[src/rtl/bcd_countdown_timer.sv]
// MM:SS BCD countdown timer stepped by rising edges of the divided clock clk_N.
// Load/start/pause control, done pulse at 00:00, load-error pulse on bad loads.
module bcd_countdown_timer #(
   parameter logic [7:0] MIN_MAX = 8'h99
) (
   input  logic       clk,
   input  logic       rst_n,
   input  logic       clk_N,
   input  logic       load,
   input  logic [7:0] load_min,
   input  logic [7:0] load_sec,
   input  logic       start,
   input  logic       pause,
   output logic [7:0] min_bcd,
   output logic [7:0] sec_bcd,
   output logic       running,
   output logic       done,
   output logic       load_err
);

   typedef enum logic [1:0] {
      IDLE  = 2'd0,
      RUN   = 2'd1,
      PAUSE = 2'd2,
      DONE  = 2'd3
   } state_t;

   state_t     state;
   state_t     state_nx;
   logic       clk_N_d;
   logic       tick;
   logic       load_ok;
   logic       is_zero;
   logic       dec_zero;
   logic       b0;
   logic       b1;
   logic       b2;
   logic [7:0] dmin;
   logic [7:0] dsec;
   logic [7:0] min_nx;
   logic [7:0] sec_nx;
   logic       done_nx;
   logic       err_nx;

   assign tick = clk_N & ~clk_N_d;

   assign load_ok = (load_min[7:4] <= 4'd9) &
                    (load_min[3:0] <= 4'd9) &
                    (load_sec[7:4] <= 4'd5) &
                    (load_sec[3:0] <= 4'd9) &
                    (load_min <= MIN_MAX);

   assign is_zero = (min_bcd == 8'h00) & (sec_bcd == 8'h00);

   // Borrow chain across the four BCD digits
   assign b0 = (sec_bcd[3:0] == 4'd0);
   assign b1 = b0 & (sec_bcd[7:4] == 4'd0);
   assign b2 = b1 & (min_bcd[3:0] == 4'd0);

   always_comb begin
      dsec = sec_bcd;
      dmin = min_bcd;
      dsec[3:0] = b0 ? 4'd9 : sec_bcd[3:0] - 4'd1;
      if (b0) dsec[7:4] = b1 ? 4'd5 : sec_bcd[7:4] - 4'd1;
      if (b1) dmin[3:0] = b2 ? 4'd9 : min_bcd[3:0] - 4'd1;
      if (b2) dmin[7:4] = min_bcd[7:4] - 4'd1;
   end

   assign dec_zero = (dmin == 8'h00) & (dsec == 8'h00);

   always_comb begin
      state_nx = state;
      min_nx   = min_bcd;
      sec_nx   = sec_bcd;
      done_nx  = 1'b0;
      err_nx   = 1'b0;
      if (load) begin
         if (load_ok) begin
            min_nx   = load_min;
            sec_nx   = load_sec;
            state_nx = IDLE;
         end else begin
            err_nx = 1'b1;
         end
      end else begin
         case (state)
            IDLE: begin
               if (start) begin
                  if (is_zero) begin
                     state_nx = DONE;
                     done_nx  = 1'b1;
                  end else begin
                     state_nx = RUN;
                  end
               end
            end
            RUN: begin
               // start outranks pause and tick, so it just holds the count
               if (!start) begin
                  if (pause) begin
                     state_nx = PAUSE;
                  end else if (tick) begin
                     min_nx = dmin;
                     sec_nx = dsec;
                     if (dec_zero) begin
                        state_nx = DONE;
                        done_nx  = 1'b1;
                     end
                  end
               end
            end
            PAUSE: begin
               if (start) state_nx = RUN;
            end
            DONE: begin
               state_nx = DONE;
            end
            default: begin
               state_nx = IDLE;
            end
         endcase
      end
   end

   always_ff @(posedge clk or negedge rst_n) begin
      if (!rst_n) begin
         state    <= IDLE;
         min_bcd  <= 8'h00;
         sec_bcd  <= 8'h00;
         running  <= 1'b0;
         done     <= 1'b0;
         load_err <= 1'b0;
         clk_N_d  <= 1'b0;
      end else begin
         state    <= state_nx;
         min_bcd  <= min_nx;
         sec_bcd  <= sec_nx;
         running  <= (state_nx == RUN);
         done     <= done_nx;
         load_err <= err_nx;
         clk_N_d  <= clk_N;
      end
   end

endmodule

[config.mk]
export PLATFORM = sky130hd
export DESIGN_NAME = bcd_countdown_timer
export DESIGN_NICKNAME = d
export VERILOG_FILES = /design/src/rtl/bcd_countdown_timer.sv
export SDC_FILE = /design/constraint.sdc
export NUM_CORES = 1
export LEC_CHECK = 0
export ABC_CLOCK_PERIOD_IN_PS = 2210
export CELL_PAD_IN_SITES_DETAIL_PLACEMENT = 0
export CELL_PAD_IN_SITES_GLOBAL_PLACEMENT = 1
export CORE_MARGIN = 8
export CORE_UTILIZATION = 35
export CTS_BUF_LIST = sky130_fd_sc_hd__clkbuf_16
export CTS_CLUSTER_SIZE = 12
export DETAILED_ROUTE_END_ITERATION = 8
export DONT_BUFFER_PORTS = 1
export PLACE_DENSITY = 0.71
export SYNTH_ARGS = -nofsm -noshare
export SYNTH_HDL_FRONTEND = slang
export SYNTH_SLANG_ARGS = --single-unit
[constraint.sdc]
create_clock -name clk -period 2.21 [get_ports clk]
set_input_delay 0.3315 -clock clk [delete_from_list [all_inputs] [get_ports clk]]
set_output_delay 0.3315 -clock clk [all_outputs]
set_load 0.05 [all_outputs]
==> metrics.cfg <==
[outcome]
outcome=completed

[power_and_ir_drop]
p_clk_frac=0.232
seqPwrFrac=0.321
ir_drop_mv=0.435
p_sw_mw=0.738
combPwrFrac=0.447
p_int_mw=0.976
power_density_mw_per_mm2=919
netSwitchingFraction=0.431
cellLeakagePower_nw=0.759

[yosys]
synth_area_sq_mm=0.00149
synth.distinct_cells=43
synth_top_area_share=0.369
synth-seq-area-share=0.369
avgSynthCellArea_sq_um=8.68
syn_nets=199
ys.flop_type=dfrtp_1
yosys_warnings=0
yosys.area.top_type=dfrtp_1
netlist_top_cells_area=dfrtp_1 (37%), a21oi_1 (6.7%), o21ai_0 (5.4%)
syn_inst=172
async_reset_ff_frac=1.00
synth_seq_cells=22
synth_edf_count=0

[timing]
min_period_ns=2.11
max_freq_mhz=474
rsz0062_at_grt=no
finalHoldViolations=0
worstMarginPinSlew_ns=1.02
finalCritPeriodShare=0.954
drv_slew=0
tns_ns=0
setup_violations=0
finalClockSkew_ns=0.00262
hold_ws_ns=0.0974
worst_slack_ns=0.102
slew_headroom=0.316

[cells_and_area]
stdcell_area_sq_mm=0.00187
nets=226
antenna_cells=0
syn_to_final_growth_pct=25.0
layout-drive-gt1-share=0.278
stdcell_count=248

[floorplan]
initial_core_util=0.368
die_w_um=81.3
core_area_sq_mm=0.00406
ioPinCount=41
die-area_sq_mm=0.00661
die_h_um=81.3
std_cell_rows=23

[clock_network]
htree_levels=1
clk_pin_slew_ns=0.06
cts_root_buf=clkbuf_16
clock_latency_ns=0.26
cts_tree=built
clockBufferDepth=2
cts_inserted_buffers=3
cts_sinks=22

[global_routing]
grt_util_all_layers=0.145
grt_max_degree=28
grt-ovfl-total=0
antenna_found_initial=0
grt_pass1_wl_mm=7.47
grt_pass1_vias=1458

[critical_path]
endpoint_kind=register
path_cells=or4_1, a2111oi_4, o32ai_2, and4_4, o21a_1, a21oi_2
path_max_fanout=4
crit_path_max_incr_delay_ns=0.65
critPathSlowestCell=or4_1
startpoint_type=register
cp_data_required_time_ns=2.41
critPathArrivalTime_ns=2.30
path_class=register to register

[place]
dpl.hpwl_mm=3.54
place_ws_ns=0.0612
placed_cell_area_sq_mm=0.00176
place_inst=242
gp_congestion=0.909
io_buffers=0

[detailed_routing]
drtIter0Drc=147
remaining_drc_errors=0
wirelength_mm=4.65
detail-route-antenna-nets=0
routed_via_density=5.92
vias=1469
first_pass_iters=4
wl_per_cell_um=18.7

[flow_run]
cap_violations=0

[hold_path]
hold_path_class=input pin to register

==> worst max-delay path, delay by kind of cell, from the launching register on <==
| family | cells | cell delay, ns |
|---|---|---|
| AO/OA/AOI/OAI | 4 | 0.78 |
| AND/OR/NAND/NOR | 2 | 0.82 |
| flip-flops | 1 | 0.44 |
==> area by class of cell <==
class                           count  area (sq um)
Inverter                           13          48.8
Clock inverter                      1          3.75
Tap cell                           50          62.6
Multi-Input combinational cell    129           876
Fill cell                         381          2190
Clock buffer                        3          75.1
Timing Repair Buffer               30           240
Sequential cell                    22           559
==> layout by cell type (no fill, tap or decap), drive strengths merged, types with 5 or more instances in the layout <==
| cell | n |
|---|---|
| dfrtp | 22 |
| nand3 | 5 |
| inv | 13 |
| a21oi | 21 |
| o21ai | 16 |
| nand2 | 9 |
| ha | 5 |
| buf | 29 |
| nor2 | 12 |
| o22ai | 6 |
| nor4 | 6 |
==> final timing paths <==
path / start / to / slack (ns) / depth (start not counted)
max: sec_bcd[1]$_DFFE_PN0P_ / running$_DFF_PN0_ / 0.10 / 6
max reg2reg: sec_bcd[1]$_DFFE_PN0P_ / running$_DFF_PN0_ / 0.10 / 6
min in group asynchronous: rst_n / running$_DFF_PN0_ / 0.70 / 1
max in group asynchronous: rst_n / min_bcd[0]$_DFFE_PN0P_ / 0.83 / 1
min reg2reg: min_bcd[1]$_DFFE_PN0P_ / min_bcd[1]$_DFFE_PN0P_ / 0.55 / 2
min: clk_N / clk_N_d$_DFF_PN0_ / 0.1 / 0
==> flip-flops by register name, indices dropped and copies added (netlist names) <==
register and flops:
sec_bcd 8, clk_N_d 1, state 2, load_err 1, running 1, done 1
min_bcd 8
==> power by group through the flow <==
stage               combinational (mW)  sequential (mW)  clock (mW)
finish                           0.765            0.551       0.398
global route                     0.826            0.561       0.419
CTS                              0.750            0.551       0.408
detailed placement               0.738            0.558           0
global placement                 0.728            0.555           0
floorplan                        0.298            0.781           0
==> cell families (layout without fill, tap and decap cells) <==
kind of cell,count (synthesis),after routing,synth area share
buffers and inverters,21,47,0.0545
adder cells (fa/ha/maj),6,6,0.0486
AO/OA/AOI/OAI,64,64,0.278
AND/OR/NAND/NOR,56,56,0.230
flip-flops,22,22,0.369
multiplexers,3,3,0.0201
==> synth_stat cells (2+ instances only) <==
| cell type | n |
|---|---|
| a221oi_1 | 2 |
| or2_2 | 2 |
| nor2b_1 | 3 |
| a32oi_1 | 3 |
| ha_1 | 5 |
| mux2i_1 | 3 |
| a21oi_1 | 20 |
| nand2_1 | 9 |
| clkbuf_1 | 6 |
| o21a_1 | 3 |
| nand4_1 | 3 |
| buf_2 | 2 |
| nor3b_1 | 3 |
| o21ai_0 | 16 |
| nor2_1 | 12 |
| dfrtp_1 | 22 |
| a22oi_1 | 2 |
| nor4_1 | 5 |
| nand2b_1 | 3 |
| o22ai_1 | 6 |
| inv_1 | 13 |
| nand3_1 | 5 |
| or3b_2 | 2 |
| nor3_1 | 2 |
| o211ai_1 | 2 |
==> what timing repair did <==
| item | 4_1_cts | 5_1_grt |
|---|---|---|
| hold buffers | 1 | 0 |
| setup buffers | 0 | 1 |
| endpoints found under the hold margin | 22 | 0 |
| endpoints found under the setup margin | 0 | 4 |
| gates resized for setup | 0 | 4 |
==> metal layers <==
| layer | vias up | GRT usage | share of wire |
|---|---|---|---|
| li1 | 700 | - | - |
| met3 | 13 | 0.0430 | 0.093 |
| met1 | 698 | 0.176 | 0.41 |
| met5 | - | 0 | 0 |
| met2 | 58 | 0.232 | 0.47 |
| met4 | 0 | 0.0643 | 0.029 |
==> metrics by stage <==
stage	total power [mW]	util
global placement	1.28	0.433
CTS	1.71	0.455
floorplan	1.08	-
finish	1.71	0.460
global route	1.81	0.460
detailed placement	1.30	0.433
Note: power is estimated with default switching activity, not from simulation.
